## config.mk

```make
export PLATFORM = sky130hd
export DESIGN_NAME = bcd_entry_controller_flat
export DESIGN_NICKNAME = d
export VERILOG_FILES = /design/src/rtl/bcd_entry_controller_pkg.sv /design/src/rtl/bcd_entry_controller_if.sv /design/src/rtl/bcd_entry_controller_digit_check.sv /design/src/rtl/bcd_entry_controller.sv /design/src/flat_wrapper.sv
export SDC_FILE = /design/constraint.sdc
export NUM_CORES = 1
export LEC_CHECK = 0
export CAP_MARGIN = 20
export CORE_UTILIZATION = 45
export CTS_BUF_LIST = sky130_fd_sc_hd__clkbuf_16
export CTS_CLUSTER_SIZE = 28
export DETAILED_ROUTE_END_ITERATION = 10
export PLACE_DENSITY = 0.78
export SYNTH_ARGS = -nofsm -noshare
export SYNTH_HDL_FRONTEND = slang
export SYNTH_HIERARCHICAL = 1
export SYNTH_SLANG_ARGS = --single-unit
export TNS_END_PERCENT = 1
```

## constraint.sdc

```tcl
create_clock -name clk -period 2.15 [get_ports clk]
set_clock_uncertainty 0.2 [all_clocks]
set_input_delay 0.5375 -clock clk [delete_from_list [all_inputs] [get_ports clk]]
set_output_delay 0.5375 -clock clk [all_outputs]
set_load 0.02 [all_outputs]
```

## src/rtl/bcd_entry_controller_pkg.sv

```systemverilog
// Shared definitions for the BCD digit entry controller.
// Holds the FSM state type and the default word size.
package bcd_entry_controller_pkg;

  localparam logic [3:0] BCD_MAX  = 4'd9;
  localparam int         DEF_NDIG = 4;

  typedef enum logic {
    ST_COLLECT = 1'b0,
    ST_HOLD    = 1'b1
  } state_e;

endpackage

```

## src/rtl/bcd_entry_controller_if.sv

```systemverilog
// Digit-in / word-out handshake bundle for the BCD entry controller.
// The controller is the slave; the digit source and word sink form the master.
interface bcd_entry_controller_if #(
  parameter int NDIG = 4
);
  localparam int CW = $clog2(NDIG + 1);

  logic              in_valid;
  logic              in_ready;
  logic [3:0]        in_digit;
  logic              in_last;
  logic              out_valid;
  logic              out_ready;
  logic [4*NDIG-1:0] out_value;
  logic [CW-1:0]     out_count;
  logic              out_err;
  logic              out_ovf;

  modport master (
    output in_valid, in_digit, in_last, out_ready,
    input  in_ready, out_valid, out_value,
    input  out_count, out_err, out_ovf
  );

  modport slave (
    input  in_valid, in_digit, in_last, out_ready,
    output in_ready, out_valid, out_value,
    output out_count, out_err, out_ovf
  );

endinterface

```

## src/rtl/bcd_entry_controller_digit_check.sv

```systemverilog
// Flags a 4-bit code that is not a BCD digit (10..15).
// Purely combinational.
module bcd_digit_check (
  input  logic [3:0] d,
  output logic       bad
);

  assign bad = d[3] & (d[2] | d[1]);

endmodule

```

## src/rtl/bcd_entry_controller.sv

```systemverilog
// Collects BCD digits into a packed word and hands it off via valid/ready.
// Invalid digits and digit overflow are flagged sticky per word.
module bcd_entry_controller
  import bcd_entry_controller_pkg::*;
#(
  parameter int NDIG = DEF_NDIG
) (
  input  logic clk,
  input  logic rst_n,
  input  logic clear,
  bcd_entry_controller_if.slave bus
);

  localparam int CW = $clog2(NDIG + 1);

  state_e            state_q, state_d;
  logic [4*NDIG-1:0] value_q, value_d;
  logic [CW-1:0]     count_q, count_d;
  logic              err_q, err_d;
  logic              ovf_q, ovf_d;

  logic              bad;
  logic [4*NDIG+3:0] shifted;

  bcd_digit_check u_chk (
    .d   (bus.in_digit),
    .bad (bad)
  );

  // Oldest digit falls off the top when the word is already full.
  assign shifted = {value_q, bus.in_digit};

  always_ff @(posedge clk or negedge rst_n) begin
    if (!rst_n) begin
      state_q <= ST_COLLECT;
      value_q <= '0;
      count_q <= '0;
      err_q   <= 1'b0;
      ovf_q   <= 1'b0;
    end else begin
      state_q <= state_d;
      value_q <= value_d;
      count_q <= count_d;
      err_q   <= err_d;
      ovf_q   <= ovf_d;
    end
  end

  always_comb begin
    state_d = state_q;
    value_d = value_q;
    count_d = count_q;
    err_d   = err_q;
    ovf_d   = ovf_q;
    if (clear) begin
      state_d = ST_COLLECT;
      value_d = '0;
      count_d = '0;
      err_d   = 1'b0;
      ovf_d   = 1'b0;
    end else begin
      unique case (state_q)
        ST_COLLECT: begin
          if (bus.in_valid) begin
            if (bad) begin
              err_d = 1'b1;
            end else begin
              value_d = shifted[4*NDIG-1:0];
              if (count_q == CW'(NDIG)) ovf_d = 1'b1;
              else count_d = count_q + CW'(1);
            end
            if (bus.in_last) state_d = ST_HOLD;
          end
        end
        ST_HOLD: begin
          if (bus.out_ready) begin
            state_d = ST_COLLECT;
            value_d = '0;
            count_d = '0;
            err_d   = 1'b0;
            ovf_d   = 1'b0;
          end
        end
        default: state_d = ST_COLLECT;
      endcase
    end
  end

  assign bus.in_ready  = (state_q == ST_COLLECT);
  assign bus.out_valid = (state_q == ST_HOLD);
  assign bus.out_value = value_q;
  assign bus.out_count = count_q;
  assign bus.out_err   = err_q;
  assign bus.out_ovf   = ovf_q;

endmodule

```

## src/flat_wrapper.sv

```systemverilog
// flat-port wrapper written by rule: the top's interface ports become plain ports
module bcd_entry_controller_flat import bcd_entry_controller_pkg::*;
#(
  parameter int NDIG = DEF_NDIG
)
  (clk, rst_n, clear, bus_in_valid, bus_in_digit, bus_in_last, bus_out_ready, bus_in_ready, bus_out_valid, bus_out_value, bus_out_count, bus_out_err, bus_out_ovf);
  bcd_entry_controller_if #(.NDIG(NDIG)) bus_i ();
  input  logic clk;
  input  logic rst_n;
  input  logic clear;
  input wire logic [$bits(bus_i.in_valid)-1:0] bus_in_valid;
  input wire logic [$bits(bus_i.in_digit)-1:0] bus_in_digit;
  input wire logic [$bits(bus_i.in_last)-1:0] bus_in_last;
  input wire logic [$bits(bus_i.out_ready)-1:0] bus_out_ready;
  output wire logic [$bits(bus_i.in_ready)-1:0] bus_in_ready;
  output wire logic [$bits(bus_i.out_valid)-1:0] bus_out_valid;
  output wire logic [$bits(bus_i.out_value)-1:0] bus_out_value;
  output wire logic [$bits(bus_i.out_count)-1:0] bus_out_count;
  output wire logic [$bits(bus_i.out_err)-1:0] bus_out_err;
  output wire logic [$bits(bus_i.out_ovf)-1:0] bus_out_ovf;
  assign bus_i.in_valid = bus_in_valid;
  assign bus_i.in_digit = bus_in_digit;
  assign bus_i.in_last = bus_in_last;
  assign bus_i.out_ready = bus_out_ready;
  assign bus_in_ready = bus_i.in_ready;
  assign bus_out_valid = bus_i.out_valid;
  assign bus_out_value = bus_i.out_value;
  assign bus_out_count = bus_i.out_count;
  assign bus_out_err = bus_i.out_err;
  assign bus_out_ovf = bus_i.out_ovf;
  bcd_entry_controller #(.NDIG(NDIG)) u_core (.clk(clk), .rst_n(rst_n), .clear(clear), .bus(bus_i));
endmodule
```

==> impl_metrics.toml <==
[worst_setup_path]
timing.critical_path.buf_inv = 1
r2r.worst_path.cells = 4
critical_path.max_stage_delay_ns = 0.64
worst-setup-path-type = "reg -> out"
timing.critical_path.slowest_stage_cell = "clkdlybuf4s50_1"
critPathRequiredTime_ns = 1.41
endpoint_kind = "primary output"
worst_setup_path_startpoint = "u_core/bus.out_count[2]$_DFFE_PN0P_"
critPathMaxFanout = 7
critical_path.cell_chain = "clkdlybuf4s50_1"
crit_arrival_ns = 1.35
regToRegStartpoint = "u_core/bus.out_valid$_DFF_PN0_"
timing.critical_path.from_type = "register"
critical_path_depth = 1
worst_path_dominant_cell_family = "buffers and inverters"

[timing]
grt_setup_unrepaired = "false"
fmax_ghz = 0.4799
worstMarginPinSlew_ns = 0.2790
maxSlewViolCount = 0
setup_viol = 0
period_share = 0.9691
slew-limit-headroom = 0.8140
timing.final.crit_period_ns = 2.084
final-hold-violation-count = 0
timing.final.ws_setup_ns = 0.06637

[synth]
syn-num-nets = 117
syn_inst = 105
synthDominantAreaCellType = "dfrtp_1"
yosysSeqAreaShare = 0.5183
yosysTopAreaCellShare = 0.5183
ys_seq_elements = 22
synth-warning-count = 6
biggest_area_contributors_in_the_synthesized_netlist = "dfrtp_1 52%, mux2i_1 15%, inv_1 7.1%"
synth.avg_cell_area_sq_um = 10.12
count_of_different_cell_masters_after_synthesis = 23
netlist_area_before_placement_sq_mm = 0.001062

[final_layout]
layout-drive-gt1-share = 0.08966
finalNetCount = 158
diodes = 0
area_growth_pct = 44.29
highest_count_cells_in_the_layout_ignoring_fill_and_taps = "31 x clkdlybuf4s50_1, 22 x dfrtp_1, 20 x inv_1, 19 x nand2_1, 16 x mux2i_1"
multi_input_gate_area_sq_um = 397.9
mostFrequentLayoutCell = "clkdlybuf4s50_1"
sequential_cell_area_sq_um = 550.5
fillerInstances = 175

[clock_network]
cts.path.max_buffers = 2
post_cts_hold_buffer_count = 0
clkSinkCount = 22
clock_tree_from_tritoncts = "built"
worst_setup_hold_path_clk_slew_ns = 0.06
cts_htree_levels = 1
clk-insertion-delay-late_ns = 0.25
cts-root-buf = "clkbuf_16"
post_cts.resized_instances = 0
tritoncts.num_buffers = 3
post-cts-setup-buffer-count = 0

[global_route]
grt_util_all_layers = 0.1839
wire_length_of_the_first_global_routing_pass_microns = 3525
number_of_antenna_violations_at_the_first_check_in_global_routing = 0
grt.overflow.total = 0
first_global_vias = 827
pin_count_of_the_biggest_net_entering_global_routing = 23

[routing]
vias = 850
detail_route.vias_per_cell = 4.913
drt_first_iter_violations = 3
antenna_violating_nets_post_route = 0
routed_wl_microns = 2111
post_drt_wl_per_cell_microns = 12.20
drt_pass1_iterations = 4
drc_errors = 0

[power_and_ir_drop]
power.ir.vdd_worst_mv = 0.4920
total_power_w = 0.001180
pwr_density_cell_mw_per_mm2 = 769.8
leak_pwr_nw = 0.7217

[die]
ioPinCount = 33
die_width_microns = 50.59
row_count = 17
start_util = 0.4802
fp.dieArea_sq_mm = 0.002559
core_area_sq_mm = 0.002212
die_h_microns = 50.59

[min_path]
holdPathStages = 2
worst_hold_path_type = "reg -> reg"
min-delay-start = "u_core/bus.out_ovf$_DFFE_PN0P_"

[place]
dpl_worst_slack_ns = -0.1662
numPortBuffers = 32
weighted_congestion_at_the_end_of_routability_driven_global_placement = 0.7263
place_hpwl_microns = 1528

[run_status]
run_status = "complete, no violations"

[job]
maxCapViolCount = 0
## synthesized netlist by cell type
cell       count
a21o_1         1
a21oi_1        1
a22oi_1        1
a22oi_2        1
a2bb2oi_1      1
a31oi_1        3
and2b_2        1
buf_12         1
buf_6          1
clkbuf_1       2
dfrtp_1       22
ha_1           2
inv_1         20
mux2i_1       16
nand2_1       19
nand4_1        2
nor2_1         4
nor2b_1        1
nor3b_1        1
o211ai_1       1
o21a_1         1
o21ai_0        2
or2_1          1
## final timing paths
check                                                       endpoint  slack [ns]
worst max-delay path                                bus_out_count[2]        0.07
worst min-delay path                  u_core/bus.out_ovf$_DFFE_PN0P_        0.31
worst max register to register  u_core/bus.out_value[10]$_DFFE_PN0P_        0.54
worst min register to register        u_core/bus.out_ovf$_DFFE_PN0P_        0.31
max in group asynchronous        u_core/bus.out_value[4]$_DFFE_PN0P_        1.10
min in group asynchronous       u_core/bus.out_value[15]$_DFFE_PN0P_        0.43
## per-stage QoR
stage	cells	util	cell area [sq um]	hold slack [ns]	TNS, ns
2_1_floorplan	105	-	1062	0.04191	0
3_3_place_gp	169	0.6561	1451	0.2966	-0.7186
3_5_place_dp	169	0.6561	1451	0.2910	-2.624
4_1_cts	173	0.6917	1530	0.3185	0
5_1_grt	173	0.6929	1533	0.3396	0
6_report	173	0.6929	1533	0.3065	0
## flip-flops by register name (all words and copies together), names as in the netlist
signal	flops
u_core/bus.out_count	3
u_core/bus.out_ovf	1
u_core/bus.out_err	1
u_core/bus.out_value	16
u_core/bus.out_valid	1
## power by group
group	internal [W]	switching, W
Sequential	0.000451	0.0000356
Combinational	0.000147	0.000158
Clock	0.000248	0.000140
## kinds of logic after synthesis
kind of cell	synth area share
adders and majority gates	0.02355
DFF	0.5183
AOI/OAI and AO/OA	0.08010
buffers and inverters	0.1072
muxes	0.1508
and+or+nand+nor	0.1201
## final cells by class
type                            count  area share
Sequential cell                    22      0.3592
Tap cell                           28     0.02286
Clock buffer                        3     0.04898
Inverter                           20     0.04898
Clock inverter                      1    0.002449
Multi-Input combinational cell     59      0.2596
Timing Repair Buffer               40      0.2580
## per-layer routing
metal | routed length [microns] | global-route usage | vias up | part of all wire
li1 | - | - | 418 | -
met1 | 931 | 0.2147 | 403 | 0.44
met2 | 1074 | 0.3311 | 25 | 0.51
met3 | 77 | 0.03333 | 4 | 0.036
met4 | 28 | 0.06944 | 0 | 0.013
met5 | 0 | 0 | - | 0
(Power assumes the default switching activity.)
